### config.mk
export PLATFORM = sky130hd
export DESIGN_NAME = exposure_timer
export DESIGN_NICKNAME = d
export VERILOG_FILES = /design/src/rtl/exposure_timer.sv
export SDC_FILE = /design/constraint.sdc
export NUM_CORES = 1
export LEC_CHECK = 0
export BUFFER_PORTS_ARGS = -buffer_cell sky130_fd_sc_hd__buf_2
export CAP_MARGIN = 30
export CORE_UTILIZATION = 36
export DETAILED_ROUTE_END_ITERATION = 8
export GPL_ROUTABILITY_DRIVEN = 0
export GPL_TIMING_DRIVEN = 0
export RECOVER_POWER = 25
export SKIP_CTS_REPAIR_TIMING = 1
export SYNTH_ARGS = -nofsm -noshare
export SYNTH_HDL_FRONTEND = slang
export SYNTH_SLANG_ARGS = --single-unit
### constraint.sdc
create_clock -name Clk -period 6.26 [get_ports Clk]
set_clock_uncertainty 0.05 [all_clocks]
set_input_delay 0 -clock Clk [delete_from_list [all_inputs] [get_ports Clk]]
set_output_delay 0 -clock Clk [all_outputs]
set_load 0.01 [all_outputs]
### src/rtl/exposure_timer.sv
// Exposure-time setting and exposure timer feeding the exposure/readout FSM.
// Times Exp_time*TICKS_PER_UNIT cycles after a Start edge and returns a one-cycle Ovf5.
module exposure_timer #(
    parameter int EXP_MIN        = 2,
    parameter int EXP_MAX        = 30,
    parameter int TICKS_PER_UNIT = 4,
    parameter int EXP_W          = 5
) (
    input  logic             Clk,
    input  logic             Reset,
    input  logic             Start,
    input  logic             Exp_increase,
    input  logic             Exp_decrease,
    output logic             Ovf5,
    output logic             Busy,
    output logic [EXP_W-1:0] Exp_time,
    output logic [EXP_W-1:0] Remaining
);

    localparam int PRE_W = $clog2(TICKS_PER_UNIT);
    localparam logic [PRE_W-1:0] PRE_LAST = PRE_W'(TICKS_PER_UNIT - 1);
    localparam logic [EXP_W-1:0] MIN_V    = EXP_W'(EXP_MIN);
    localparam logic [EXP_W-1:0] MAX_V    = EXP_W'(EXP_MAX);

    typedef enum logic [1:0] {IDLE, COUNT, DONE, WAIT_LOW} state_t;

    state_t           state_q, state_d;
    logic [EXP_W-1:0] exp_q, exp_d;
    logic [EXP_W-1:0] rem_q, rem_d;
    logic [PRE_W-1:0] pre_q, pre_d;
    logic             ovf_q, ovf_d;
    logic             start_prev_q, inc_prev_q, dec_prev_q;
    logic             start_armed_q;
    logic             start_edge, inc_edge, dec_edge;

    // Start held through reset must not look like a fresh edge; arm only after Start is seen low.
    assign start_edge = Start & ~start_prev_q & start_armed_q;
    assign inc_edge   = Exp_increase & ~inc_prev_q;
    assign dec_edge   = Exp_decrease & ~dec_prev_q;

    always_comb begin
        state_d = state_q;
        exp_d   = exp_q;
        rem_d   = rem_q;
        pre_d   = pre_q;
        ovf_d   = 1'b0;
        case (state_q)
            IDLE: begin
                if (inc_edge && !dec_edge && exp_q < MAX_V) begin
                    exp_d = exp_q + 1'b1;
                end else if (dec_edge && !inc_edge && exp_q > MIN_V) begin
                    exp_d = exp_q - 1'b1;
                end
                if (start_edge) begin
                    rem_d   = exp_q;
                    pre_d   = '0;
                    state_d = COUNT;
                end
            end
            COUNT: begin
                if (!Start) begin
                    rem_d   = '0;
                    pre_d   = '0;
                    state_d = IDLE;
                end else if (pre_q == PRE_LAST) begin
                    pre_d = '0;
                    rem_d = rem_q - 1'b1;
                    if (rem_q == 1) begin
                        ovf_d   = 1'b1;
                        state_d = DONE;
                    end
                end else begin
                    pre_d = pre_q + 1'b1;
                end
            end
            DONE: begin
                state_d = WAIT_LOW;
            end
            WAIT_LOW: begin
                if (!Start) begin
                    state_d = IDLE;
                end
            end
            default: state_d = IDLE;
        endcase
    end

    always_ff @(posedge Clk) begin
        if (Reset) begin
            state_q       <= IDLE;
            exp_q         <= MIN_V;
            rem_q         <= '0;
            pre_q         <= '0;
            ovf_q         <= 1'b0;
            start_prev_q  <= 1'b0;
            inc_prev_q    <= 1'b0;
            dec_prev_q    <= 1'b0;
            start_armed_q <= 1'b0;
        end else begin
            state_q       <= state_d;
            exp_q         <= exp_d;
            rem_q         <= rem_d;
            pre_q         <= pre_d;
            ovf_q         <= ovf_d;
            start_prev_q  <= Start;
            inc_prev_q    <= Exp_increase;
            dec_prev_q    <= Exp_decrease;
            start_armed_q <= start_armed_q | ~Start;
        end
    end

    assign Ovf5      = ovf_q;
    assign Busy      = (state_q != IDLE);
    assign Exp_time  = exp_q;
    assign Remaining = rem_q;

endmodule

==> impl_results.md, run 1 <==
- Final setup fails: 0
- Post-route antenna net violation count: 0
- Power Density: ~260 nW/um^2
- Worst Setup Start Kind: flop
- Reg2reg start: Exp_time[1]
- Combinational family with the most area after synthesis: compound AO/OA/AOI/OAI gates
- Critical path data arrival time: 2.48 ns
- Hold Slack: about 0.0012 ns
- Multi-input gate area: around 570 sq um
- Asr flop ratio synth: 0%
- Critical Path Start: Exp_time[1]
- Worst Path Required: between 6 and 7 ns
- DIE AREA: a little over 3000 sq um
- Mux contribution to synthesized area: 1.99%
- HP Class: primary input to flop
- Core area: between 2000 and 3000 sq um
- DP HPWL: 1.67 mm
- Max-Cap Viols: 0
- Sequential standard cell area: between 300 and 400 sq um
- Chip height: approximately 55 um
- Crit path to: Exp_time[4]
- Tmin final: 2.31 ns
- # IOs: 17
- Post-route setup TNS: 0 ns
- Pin count of the biggest net entering global routing: 11
- CP max FO: 7
- Syn Area/Cell: around 8.6 sq um
- Critical R2R Capture: Exp_time[4]
- Port buffer count: 14
- Main synth FF type: dfxtp_1
- Top-area cell type share of the netlist area: between 30% and 40%
- Area leader, netlist: dfxtp_1
- Fmax: between 400 and 500 MHz
- DR vias: ~900
- DR DRC count: 0
- Maximum vdd ir drop: 0.154 mV
- Synth top area cells: dfxtp_1 (38%), ha_1 (7.4%), nor2_1 (5.2%)
- Syn-to-layout area delta: 14.8%
- Setup crit end kind: flop
- Ys Warns: 0
- Fin. Hold Viols: 0
- Yosys cell types: 35
- Final period util: a little under two fifths
- RSZ-0062 raised after global routing: no
- Initial antenna violation count: 0
- Max-slew violations: 0
- First-pass GRT wire length: approximately 3.3 mm
- Leak pwr: approximately 0.47 nW
- Post-synth EDFFs: 0
- Synth Area in Simple Gates: between 20% and 30%
- Register area share after synthesis: between 30% and 40%
- Synth Area in XOR/XNOR: under 10%
- Vias in the first global route: around 700
- CTS Sinks: 19
- First-pass DRT Iterations: 4
- Final wirelength: about 2.2 mm
- FP Rows: 18
- CTS buffer count: 3
- Layout cells sized above 1: about an eighth
- Initial drt markers: 13
- Worst skew pair latency: between 0.2 and 0.3 ns
- Synthesized flop and latch total: 19
- Gate Count Post-Synth: between 100 and 150
- R2R cell count: 8
- Diodes inserted: 0
- Clock tree root buffer cell: clkbuf_4
- Outcome: completed
- FF-to-FF setup slack: just under 4 ns
- Max-slew headroom: 62.3%
- Syn nets: roughly 130
- Cell Area, Synth: approximately 1000 sq um
- Fin nets: 150
- Grt ovf: 0
- Crit Path Class: flop to flop
- Maximum buffer depth of the clock tree: 2
- Clock transition at the registers of the reported paths: ~0.11 ns
- Complex-gate fraction of the synthesized area: 21.7%
- Tot GR Track Use: roughly 16%
- Top post-synthesis cells by count: dfxtp_1 (19), nor2_1 (14), a21oi_1 (10), inv_1 (7), nand2_1 (7)
- Starting Density: around 40%
- CTS tree: yes
- Slew @ Worst Pin: between 0.5 and 0.6 ns
- Die width: ~55 um
- Fill cells: 272
- Most frequent cell after synthesis: dfxtp_1
- Vias per cell: about 5.4
- Post-Synth Adder-Cell Area: a little under a tenth
- Htree depth: 1
- Wire length per cell: between 10 and 15 um
logic make-up after synthesis:
group / count (synthesis)
AOI/OAI and AO/OA: 32
xor gates and xnor gates: 4
adders and majority gates: 7
buffers and inverters: 13
DFF: 19
muxes: 2
and+or+nand+nor: 40
flip-flops by register name (all words and copies together) (netlist names), named ones only:
name and flops:
Exp_time 5, inc_prev_q 1, pre_q 2, state_q 1
Remaining 5, start_armed_q 1, start_prev_q 1, Ovf5 1
dec_prev_q 1
worst max-delay path, cell delays in order, from the launching register on:
cell and delay (ns):
dfxtp_1 0.40, nand4_1 0.14, nand3_1 0.25, fa_1 0.50, a21o_1 0.17, a21oi_1 0.20, xor2_1 0.10, or3_1 0.31
a21oi_1 0.13
report_power, final:
| group | leakage (nW) | switching, mW | total [mW] | internal (mW) |
|---|---|---|---|---|
| Combinational | 0.303 | 0.0475 | 0.0923 | 0.0449 |
| Sequential | 0.156 | 0.0157 | 0.148 | 0.132 |
| Clock | 0.0150 | 0.0363 | 0.0611 | 0.0247 |
| Total | 0.474 | 0.0994 | 0.301 | 0.201 |
final cells by class:
| type | instances | area share, % |
|---|---|---|
| flip-flops and latches | 19 | 32.9 |
| repair buffers | 16 | 7.35 |
| multi-input cells | 85 | 49.4 |
| well taps | 30 | 3.24 |
| plain buffers | 6 | 2.59 |
| inverters | 7 | 2.27 |
| clock buffers | 4 | 2.27 |
per-stage QoR:
step	total power [mW]	instance area [sq um]	setup WS, ns	util [%]	instances
detailed placement	0.242	1120	4.00	43.5	161
finish	0.301	1160	3.95	45.1	167
global route	0.323	1160	3.76	45.1	167
floorplan	0.216	1010	4.21	-	117
global placement	0.238	1120	4.09	43.5	161
CTS	0.303	1140	3.97	44.5	165
cells in the final DEF, fill, tap and decap left out, types with 4 or more instances in the layout:
master    count
buf_2        10
inv_1         7
nor2_1       14
a21oi_1      10
nand2_1       7
clkbuf_1     10
nor3_1        4
o21ai_0       6
ha_1          6
dfxtp_1      19
how the worst min path moves through the flow:
stage	startpoint	to	slack (ns)	cells past startpoint
after floorplan	Exp_decrease	dec_prev_q	0.08	1
after global placement	Exp_increase	inc_prev_q	0.17	2
after detailed placement	Exp_increase	inc_prev_q	0.18	2
after CTS	Exp_increase	inc_prev_q	-0.12	2
after global routing	Start	start_armed_q	0.02	2
final	Start	start_armed_q	0.001	2
metal layers:
layer  global-route usage [%]  part of all wire, %  wire length [um]
met3                     3.83                  5.1               110
met5                        0                    0                 0
met4                     7.50                  2.4                52
met1                     22.2                   51              1090
met2                     21.9                   42               904
(Power assumes the default switching activity.)
==> run 2: changes to the inputs <==
--- a/config.mk
+++ b/config.mk
@@ -5,6 +5,7 @@
 export SDC_FILE = /design/constraint.sdc
 export NUM_CORES = 1
 export LEC_CHECK = 0
+export ABC_AREA = 1
 export BUFFER_PORTS_ARGS = -buffer_cell sky130_fd_sc_hd__buf_2
 export CAP_MARGIN = 30
 export CORE_UTILIZATION = 36
==> constraint.sdc (replaced) <==
create_clock -name Clk -period 2.3 [get_ports Clk]
set_clock_uncertainty 0.05 [all_clocks]
set_input_delay 0 -clock Clk [delete_from_list [all_inputs] [get_ports Clk]]
set_output_delay 0 -clock Clk [all_outputs]
set_load 0.01 [all_outputs]
==> run 2 against run 1 <==
  * The flow now finishes with violations (DRC)
  * Critical path depth up 5
  * Largest power group unchanged
  * Critical path type unchanged
  * First-iteration DRC count is 150% higher
  * Design area increased by 9.6%
  * Global-route usage is 0.75 points lower
  * Die area grew 9.2%
==> impl_results.md, run 2 <==
- First-pass DRT Iterations: 6 (+2)
- R2R cell count: 13 (+5)
- Slowest-stage cell, CP: dfxtp_1
- Maximum vdd ir drop: 0.481 mV (+210%)
- Grt ovf: 0 (unchanged)
- Post-route setup TNS: 0 ns (unchanged)
- Initial drt markers: 32 (+19)
- Syn Area/Cell: 7.17 sq um (-17%)
- Yosys cell types: 24 (-31%)
- Area leader, netlist: dfxtp_1
- Most frequent cell after synthesis: nand2_1
- Starting Density: 39.1% (-0.23 points)
- Reg2reg start: Exp_time[1]
- Critical path data arrival time: 2.08 ns (-0.40 ns)
- CTS tree: yes
- Final wirelength: 2.27 mm (+5.2%)
- Fin. Hold Viols: 0 (unchanged)
- CP max FO: 7 (unchanged)
- Diodes inserted: 0 (unchanged)
- Most common cell after layout, fill and taps aside: nand2_1
- Htree depth: 1 (unchanged)
- RSZ-0062 raised after global routing: no
- Worst stage delay on the critical path: 0.49 ns (about the same)
- Min-delay src: Reset
- Failing checks: DRC
- Post-route antenna net violation count: 0 (unchanged)
- Layout cells sized above 1: 16.5% (+3.3 points)
- Final setup fails: 0 (unchanged)
- Crit path cell chain: nand2_1 -> inv_1 -> nand2_1 -> nand2_2 -> ha_1 -> nand3_1 -> nand3_1 -> nand2_1 -> nand2_1 -> nor2_1 -> nand2_1 -> nand2_1 -> nor2_1
- CTS buffer count: 3 (unchanged)
- Post-synth EDFFs: 0 (unchanged)
- Fill cells: 292 (+7.4%)
- Sequential standard cell area: 380 sq um (unchanged)
- Die width: 57.4 um (+4.5%)
- Syn nets: 166 (+29%)
- Syn-to-layout area delta: 14.8% (about the same)
- Port buffer count: 15 (+1)
- Main synth FF type: dfxtp_1
- DP HPWL: 1.76 mm (+5.3%)
- Chip height: 57.4 um (+4.5%)
- Worst skew pair latency: 0.29 ns (about the same)
- Gate Count Post-Synth: 154 (+32%)
- Maximum buffer depth of the clock tree: 2 (unchanged)
- First-pass GRT wire length: 3.82 mm (+16%)
- # IOs: 17 (unchanged)
- DR DRC count: 1 (+1)
- Clock tree root buffer cell: clkbuf_4
- CTS Sinks: 19 (unchanged)
- Wire length per cell: 11.0 um (-15%)
- FF-to-FF setup slack: 0.37 ns (-3.58 ns)
- Register area share after synthesis: 34.4% (-3.3 points)
- Critical R2R Capture: Exp_time[4]
- Worst Setup Start Kind: flop
- Multi-input gate area: 621 sq um (+8.5%)
- FP Rows: 19 (+1)
- Power Density: 670 nW/um^2 (+160%)
- DIE AREA: 3290 sq um (+9.2%)
- Asr flop ratio synth: 0% (unchanged)
- Cell Area, Synth: 1100 sq um (+9.6%)
- Clock transition at the registers of the reported paths: 0.11 ns (about the same)
- Vias per cell: 4.90 (-8.9%)
- Max-slew headroom: 73.0% (+11 points)
- HP Class: primary input to flop
- Initial antenna violation count: 0 (unchanged)
- Max-Cap Viols: 0 (unchanged)
- Synth top area cells: dfxtp_1 (34%), nand2_1 (8.2%), inv_1 (7.5%)
- Tmin final: 1.93 ns (-0.377 ns)
- Tot GR Track Use: 14.9% (-0.75 points)
- Critical Path Start: Exp_time[1]
- Commonest cells after routing, fill and taps aside: nand2_1 (24), inv_1 (22), nor2_1 (21)
- Pin count of the biggest net entering global routing: 12 (+1)
- Crit Path Class: flop to flop
- Final period util: 83.9% (+47 points)
- Core area: 2830 sq um (+10%)
- Synthesized flop and latch total: 19 (unchanged)
- Pwr Total: 0.850 mW (+180%)
- Worst Path Required: 2.45 ns (-3.99 ns)
- Setup crit end kind: flop
- Ys Warns: 0 (unchanged)
- Slew @ Worst Pin: 0.406 ns (-0.159 ns)
- Max-slew violations: 0 (unchanged)
- Leak pwr: 0.599 nW (+26%)
- Fmax: 518 MHz (+20%)
- Top post-synthesis cells by count: nand2_1 (24), inv_1 (22), nor2_1 (21), dfxtp_1 (19), a21oi_1 (15)
- Most used cell, CP: nand2_1
- Crit path to: Exp_time[4]
- Outcome: complete, but fails checks
- Vias in the first global route: 893 (+26%)
- Top-area cell type share of the netlist area: 34.4% (-3.3 points)
- Fin nets: 189 (+26%)
- DR vias: 1015 (+13%)
[run 2: cells by family after synthesis]
| family | Yosys count | share of synthesized area (%) |
|---|---|---|
| AOI/OAI and AO/OA | 30 | 15.4 |
| xor gates and xnor gates | 3 | 2.38 |
| and+or+nand+nor | 69 | 29.8 |
| buffers and inverters | 26 | 9.40 |
| DFF | 19 | 34.4 |
| adders and majority gates | 7 | 8.61 |
[run 2: power by group]
group	internal, mW	switching (mW)
sequential	0.362	0.0422
clock	0.0647	0.103
combinational	0.111	0.167
total	0.537	0.313
[run 2: critical path, delay by kind of cell (launching register included)]
kind,cells,cell delay (ns)
flip-flops,1,0.49
AND/OR/NAND/NOR,11,0.91
buffers and inverters,1,0.07
adder cells (fa/ha/maj),1,0.30
[run 2: worst min path at each step]
stage                     slack, ns  cells after the start            end
after floorplan                0.07                      2     dec_prev_q
after global placement         0.18                      3     inc_prev_q
after detailed placement       0.20                      3     dec_prev_q
after CTS                     -0.12                      3     inc_prev_q
after global routing           0.05                      2  start_armed_q
final                          0.02                      2  start_armed_q
[run 2: layer usage]
| layer | vias up | global-route usage, % | part of all wire, % | wire length (um) |
|---|---|---|---|---|
| met1 | 450 | 20.3 | 49 | 1110 |
| met2 | 18 | 22.6 | 45 | 1020 |
| met5 | - | 0 | 0 | 0 |
| met3 | 8 | 2.72 | 3.6 | 81 |
| met4 | 0 | 7.67 | 2.4 | 55 |
| li1 | 539 | - | - | - |
[run 2: layout make-up]
| class | instances | share of cell area [%] |
|---|---|---|
| buffer | 2 | 0.690 |
| timing repair buffer | 18 | 7.69 |
| tap | 31 | 3.06 |
| clock inverter | 1 | 0.394 |
| inverter | 24 | 7.50 |
| clock buffer | 3 | 1.78 |
| sequential | 19 | 30.0 |
| multi-input combinational | 109 | 48.9 |
[run 2: through the flow]
stage	worst slack, ns	util (%)	cell area, sq um	cells	hold slack (ns)
6_report	0.371	44.8	1270	207	0.0181
2_1_floorplan	0.557	-	1100	154	0.0749
4_1_cts	0.360	44.1	1250	204	-0.118
3_5_place_dp	0.384	43.1	1220	200	0.203
5_1_grt	0.186	44.8	1270	207	0.0462
3_3_place_gp	0.427	43.1	1220	200	0.182
